### src/rtl/pipe_trace_monitor.sv
// Pipeline trace monitor: event counters, retire trace FIFO and PC-hang watchdog.
// Snoops hazard and writeback signals; software drains the FIFO via TraceRd.
module pipe_trace_monitor #(
    parameter int DATA_WIDTH  = 32,
    parameter int TRACE_DEPTH = 16,
    parameter int CNT_WIDTH   = 32,
    parameter int WDOG_CYCLES = 1024,
    parameter int SKIP_R0     = 1
) (
    input  logic                      Clk,
    input  logic                      Reset,
    input  logic                      Enable,
    input  logic                      Clear,
    input  logic [DATA_WIDTH-1:0]     PC,
    input  logic                      PCWrite,
    input  logic                      Flush,
    input  logic                      RegWrite,
    input  logic [4:0]                WriteRegister,
    input  logic [DATA_WIDTH-1:0]     WriteData,
    input  logic                      TraceRd,
    output logic                      TraceValid,
    output logic [2*DATA_WIDTH+4:0]   TraceData,
    output logic [CNT_WIDTH-1:0]      CycleCount,
    output logic [CNT_WIDTH-1:0]      StallCount,
    output logic [CNT_WIDTH-1:0]      FlushCount,
    output logic [CNT_WIDTH-1:0]      RetireCount,
    output logic [CNT_WIDTH-1:0]      DropCount,
    output logic                      Overflow,
    output logic                      Hung
);

    localparam int PW = (TRACE_DEPTH > 1) ? $clog2(TRACE_DEPTH) : 1;
    localparam int EW = 2*DATA_WIDTH+5;
    localparam logic [CNT_WIDTH-1:0] CMAX = '1;
    localparam logic [CNT_WIDTH-1:0] WDOG_LIM = CNT_WIDTH'(WDOG_CYCLES);

    typedef enum logic [1:0] {
        S_IDLE,
        S_RUN,
        S_HUNG
    } state_t;

    state_t                  state_q, state_d;
    logic [CNT_WIDTH-1:0]    cyc_q, cyc_d;
    logic [CNT_WIDTH-1:0]    stall_q, stall_d;
    logic [CNT_WIDTH-1:0]    flush_q, flush_d;
    logic [CNT_WIDTH-1:0]    retire_q, retire_d;
    logic [CNT_WIDTH-1:0]    drop_q, drop_d;
    logic [CNT_WIDTH-1:0]    wdog_q, wdog_d;
    logic [DATA_WIDTH-1:0]   prev_pc_q, prev_pc_d;
    logic [PW:0]             rd_ptr_q, rd_ptr_d;
    logic [PW:0]             wr_ptr_q, wr_ptr_d;
    logic                    ovf_q, ovf_d;

    logic [EW-1:0]           mem [TRACE_DEPTH];

    logic                    empty, full, in_run, pop, retire;
    logic                    push, drop, pc_same, wdog_hit;
    logic [CNT_WIDTH-1:0]    wdog_inc;

    function automatic logic [CNT_WIDTH-1:0] sat_inc(input logic [CNT_WIDTH-1:0] v);
        return (v == CMAX) ? v : v + 1'b1;
    endfunction

    // The extra pointer bit tells a full FIFO apart from an empty one.
    assign empty    = (rd_ptr_q == wr_ptr_q);
    assign full     = (rd_ptr_q[PW] != wr_ptr_q[PW]) &&
                      (rd_ptr_q[PW-1:0] == wr_ptr_q[PW-1:0]);
    assign in_run   = (state_q == S_RUN);
    assign pop      = TraceRd && !empty && !Clear;
    assign retire   = in_run && !Clear && RegWrite &&
                      !((SKIP_R0 != 0) && (WriteRegister == 5'd0));
    assign push     = retire && (!full || pop);
    assign drop     = retire && full && !pop;
    assign pc_same  = (PC == prev_pc_q);
    assign wdog_inc = wdog_q + 1'b1;
    assign wdog_hit = in_run && pc_same && (wdog_inc == WDOG_LIM);

    always_comb begin
        state_d   = state_q;
        cyc_d     = cyc_q;
        stall_d   = stall_q;
        flush_d   = flush_q;
        retire_d  = retire_q;
        drop_d    = drop_q;
        wdog_d    = wdog_q;
        prev_pc_d = PC;
        rd_ptr_d  = rd_ptr_q;
        wr_ptr_d  = wr_ptr_q;
        ovf_d     = ovf_q;
        if (Clear) begin
            state_d  = S_IDLE;
            cyc_d    = '0;
            stall_d  = '0;
            flush_d  = '0;
            retire_d = '0;
            drop_d   = '0;
            wdog_d   = '0;
            rd_ptr_d = '0;
            wr_ptr_d = '0;
            ovf_d    = 1'b0;
        end else begin
            unique case (state_q)
                S_IDLE: begin
                    wdog_d = '0;
                    if (Enable) state_d = S_RUN;
                end
                S_RUN: begin
                    cyc_d = sat_inc(cyc_q);
                    if (!PCWrite) stall_d = sat_inc(stall_q);
                    if (Flush)    flush_d = sat_inc(flush_q);
                    wdog_d = pc_same ? wdog_inc : '0;
                    if (wdog_hit) state_d = S_HUNG;
                end
                S_HUNG: begin
                end
                default: state_d = S_IDLE;
            endcase
            if (retire) retire_d = sat_inc(retire_q);
            if (push)   wr_ptr_d = wr_ptr_q + 1'b1;
            if (pop)    rd_ptr_d = rd_ptr_q + 1'b1;
            if (drop) begin
                drop_d = sat_inc(drop_q);
                ovf_d  = 1'b1;
            end
        end
    end

    always_ff @(posedge Clk or posedge Reset) begin
        if (Reset) begin
            state_q   <= S_IDLE;
            cyc_q     <= '0;
            stall_q   <= '0;
            flush_q   <= '0;
            retire_q  <= '0;
            drop_q    <= '0;
            wdog_q    <= '0;
            prev_pc_q <= '0;
            rd_ptr_q  <= '0;
            wr_ptr_q  <= '0;
            ovf_q     <= 1'b0;
        end else begin
            state_q   <= state_d;
            cyc_q     <= cyc_d;
            stall_q   <= stall_d;
            flush_q   <= flush_d;
            retire_q  <= retire_d;
            drop_q    <= drop_d;
            wdog_q    <= wdog_d;
            prev_pc_q <= prev_pc_d;
            rd_ptr_q  <= rd_ptr_d;
            wr_ptr_q  <= wr_ptr_d;
            ovf_q     <= ovf_d;
        end
    end

    // Storage needs no reset: pointers alone decide which entries are visible.
    always_ff @(posedge Clk) begin
        if (push && !Reset) mem[wr_ptr_q[PW-1:0]] <= {PC, WriteRegister, WriteData};
    end

    assign TraceValid  = !empty;
    assign TraceData   = empty ? '0 : mem[rd_ptr_q[PW-1:0]];
    assign CycleCount  = cyc_q;
    assign StallCount  = stall_q;
    assign FlushCount  = flush_q;
    assign RetireCount = retire_q;
    assign DropCount   = drop_q;
    assign Overflow    = ovf_q;
    assign Hung        = (state_q == S_HUNG);

endmodule

### config.mk
export PLATFORM = sky130hd
export DESIGN_NAME = pipe_trace_monitor
export DESIGN_NICKNAME = d
export VERILOG_FILES = /design/src/rtl/pipe_trace_monitor.sv
export SDC_FILE = /design/constraint.sdc
export NUM_CORES = 2
export LEC_CHECK = 0
export ABC_AREA = 1
export BUFFER_PORTS_ARGS = -buffer_cell sky130_fd_sc_hd__clkbuf_2
export CAP_MARGIN = 30
export CORE_ASPECT_RATIO = 0.8
export CORE_UTILIZATION = 55
export DETAILED_ROUTE_END_ITERATION = 10
export PLACE_DENSITY = 0.76
export SYNTH_ARGS = -nofsm -noshare
export SYNTH_HDL_FRONTEND = slang
export SYNTH_SLANG_ARGS = --single-unit
export TNS_END_PERCENT = 5
### constraint.sdc
create_clock -name Clk -period 8.45 [get_ports Clk]
set_clock_uncertainty 0.05 [all_clocks]
set_input_delay 1.69 -clock Clk [delete_from_list [all_inputs] [get_ports Clk]]
set_output_delay 1.69 -clock Clk [all_outputs]
set_load 0.02 [all_outputs]
==> run metrics <==
Synth Net Count=roughly 5.0k; crit path buf inv count=4; post-route minimum period=around 6.0 ns; Critical Path AT=4.28 ns; TritonCTS clock tree=yes; fmax=166 MHz; Critical path origin=rd_ptr_q[2]; RSZ-0062 raised after global routing=no; drt wl/cell=21.7 um; Yosys warnings=0; FF-to-FF Start=rd_ptr_q[2]; Starting Density=55.8%; vias in the first global route=37.0k; commonest cells after routing, fill and taps aside=edfxtp_1 (1,104), nor2_1 (872), nand2_1 (687); CP Class=reg2out; GRT Util Overall=between 20% and 30%; FF-to-FF setup slack=3.30 ns; GP Congestion=0.945; port bufs=308; leakage=22.2 nW; CTS root buf=clkbuf_16; CP Depth=7; area delta synth->final=12.7%; post-route ant nets=0; row count=approximately 110; DRC=0; Slew @ Worst Pin=1.03 ns; CP Launch Type=register; r2r worst-path depth=13; Clock Sinks=1,341; DRT iter0 DRCs=approximately 4.5k; met1 WL=62.3 mm; syn_area_per_cell=11.7 um2; final core occ=62.9%; Rel. slew slack=between 30% and 40%; I/O Pins=309; post-DR vias/cell=6.01; CP Max Fanout=54; Crit path largest cell delay=0.92 ns; status=completed; most common cell after layout, fill and taps aside=edfxtp_1; first-pass GRT wire length=between 200 and 250 mm; fin crit share=71.3%; Setup Fix Bufs, Post-CTS=0; final setup TNS=0 ns; fillers=7,752; hold depth=1; sequential area share after synthesis=68.0%; CP top delay family=buffers and inverters; H-tree Lvls=4; Resize count post-CTS=0; Clock Latency Late Sink=0.76 ns; CP endpoint kind=primary output; Hold Crit Class=reg2reg; routed wl met3=12.8 mm; max layer used=met5; max-cap violation count=0; die outline width=roughly 360 um; pwr dens=212 mW/mm2; slowest CP cell=dfrtp_4; Synth Cell Area=0.0574 mm2; #FFs+latches synth=between 1k and 1.5k; CP cell instances=buf_4, nand2_1, inv_4, buf_16, nand2_1, a31oi_1, clkbuf_2; CTS Buffer Depth=3; Detail Placement HPWL=about 84 mm; Final Slew Violations=0; routed vias=39.9k; core box area=approximately 0.10 mm2; Setup crit end=TraceData[51]; Overflow after GRT=0; most frequent cell on the critical path=nand2_1; Distinct cells, synth=56; final WL=144 mm; Hold Fails Final Rpt=0; fraction of registers with async set/reset=17.7%; RR Endpoint=mem[0][61]; top_reg_cell synth=edfxtp_1; setup violators final=0; Mapped Cells=4,893; clk slew on worst S/H paths=0.07 ns; DRT Pass-1 Iters=6; Post-synth EDFFs=1,104; TritonCTS Buffers=132; VDD IR-drop max=0.000183 V; hold_buf cts=0; Die ar.=0.106 mm2; die height=between 200 and 300 um; Met2 Routed Length=65.3 mm; pin count of the biggest net entering global routing=210; # nets final=5,223; initial antenna violation count=6; worst path required time=around 6.7 ns; layout cell share with drive strength beyond 1=13.5%
-- cells by family (layout without fill, tap and decap cells) --
group                      Yosys count  count (layout)  share of synthesized area [%]
xor gates and xnor gates            89              89                           1.36
adders and majority gates           11              11                          0.240
AOI/OAI and AO/OA                  881             881                           10.2
other                                0               2                              0
DFF                               1341            1341                           68.0
and+or+nand+nor                   1996            1996                           14.7
muxes                              109             109                           1.90
buffers and inverters              466             812                           3.48
-- per-layer routing --
| layer | track usage (%) | vias up |
|---|---|---|
| met4 | 7.85 | 6 |
| met2 | 40.2 | 1894 |
| met5 | 0 | - |
| met3 | 4.84 | 211 |
| met1 | 40.2 | 19500 |
| li1 | - | 18200 |
-- per-stage QoR --
step | cells | area, um2 | hold slack [ns] | worst slack [ns] | total power [mW]
2_1_floorplan | 4893 | 57400 | 0.437 | 0.207 | 7.84
3_3_place_gp | 6373 | 60000 | 0.428 | 3.11 | 8.10
3_5_place_dp | 6383 | 60300 | 0.439 | 3.01 | 8.13
4_1_cts | 6621 | 64500 | 0.453 | 2.24 | 13.8
5_1_grt | 6632 | 64700 | 0.472 | 2.34 | 14.1
6_report | 6632 | 64700 | 0.446 | 2.43 | 13.7
-- where the power goes --
| group | leakage [nW] | total (mW) | internal, mW | switching (mW) |
|---|---|---|---|---|
| sequential | 13.1 | 7.20 | 7.18 | 0.0206 |
| clock | 2.04 | 5.70 | 3.16 | 2.53 |
| combinational | 7.01 | 0.808 | 0.217 | 0.591 |
| total | 22.2 | 13.7 | 10.6 | 3.15 |
-- worst min-delay path by stage --
stage,to,from,slack [ns]
after floorplan,wdog_q[31],wdog_q[31],0.44
after global placement,Overflow,Overflow,0.43
after detailed placement,Overflow,Overflow,0.44
after CTS,Overflow,Overflow,0.45
after global routing,Overflow,Overflow,0.47
final,Overflow,Overflow,0.45
-- synth_stat cells (all sizes together) (65+ instances only) --
library cell	n	area (um2)
nand2	703	2710
a31oi	72	450
mux2i	109	1090
o221ai	109	955
o32ai	167	1460
nor2	907	3510
dfrtp	237	5930
o21ai	394	2060
xor2	65	569
inv	194	731
nor3	95	516
edfxtp	1104	33200
buf	120	693
nand3	152	803
clkbuf	148	559
-- state kept, by name, summed over array words and instances (netlist names) --
register and flops:
wdog_q 32, wr_ptr_q 5, mem 1104, RetireCount 32
CycleCount 32, Overflow 1, StallCount 32, state_q 2
FlushCount 32, prev_pc_q 32, DropCount 32, rd_ptr_q 5
-- cell type report --
cell class | count | area [um2] | area share (%)
Antenna cell | 2 | 5.00 | 0.00773
Tap cell | 1391 | 1740 | 2.69
Multi-Input combinational cell | 3086 | 16500 | 25.4
Clock inverter | 61 | 568 | 0.877
Sequential cell | 1341 | 39100 | 60.4
Inverter | 198 | 771 | 1.19
Timing Repair Buffer | 376 | 2450 | 3.79
Clock buffer | 177 | 3630 | 5.61
(Power assumes the default switching activity.)
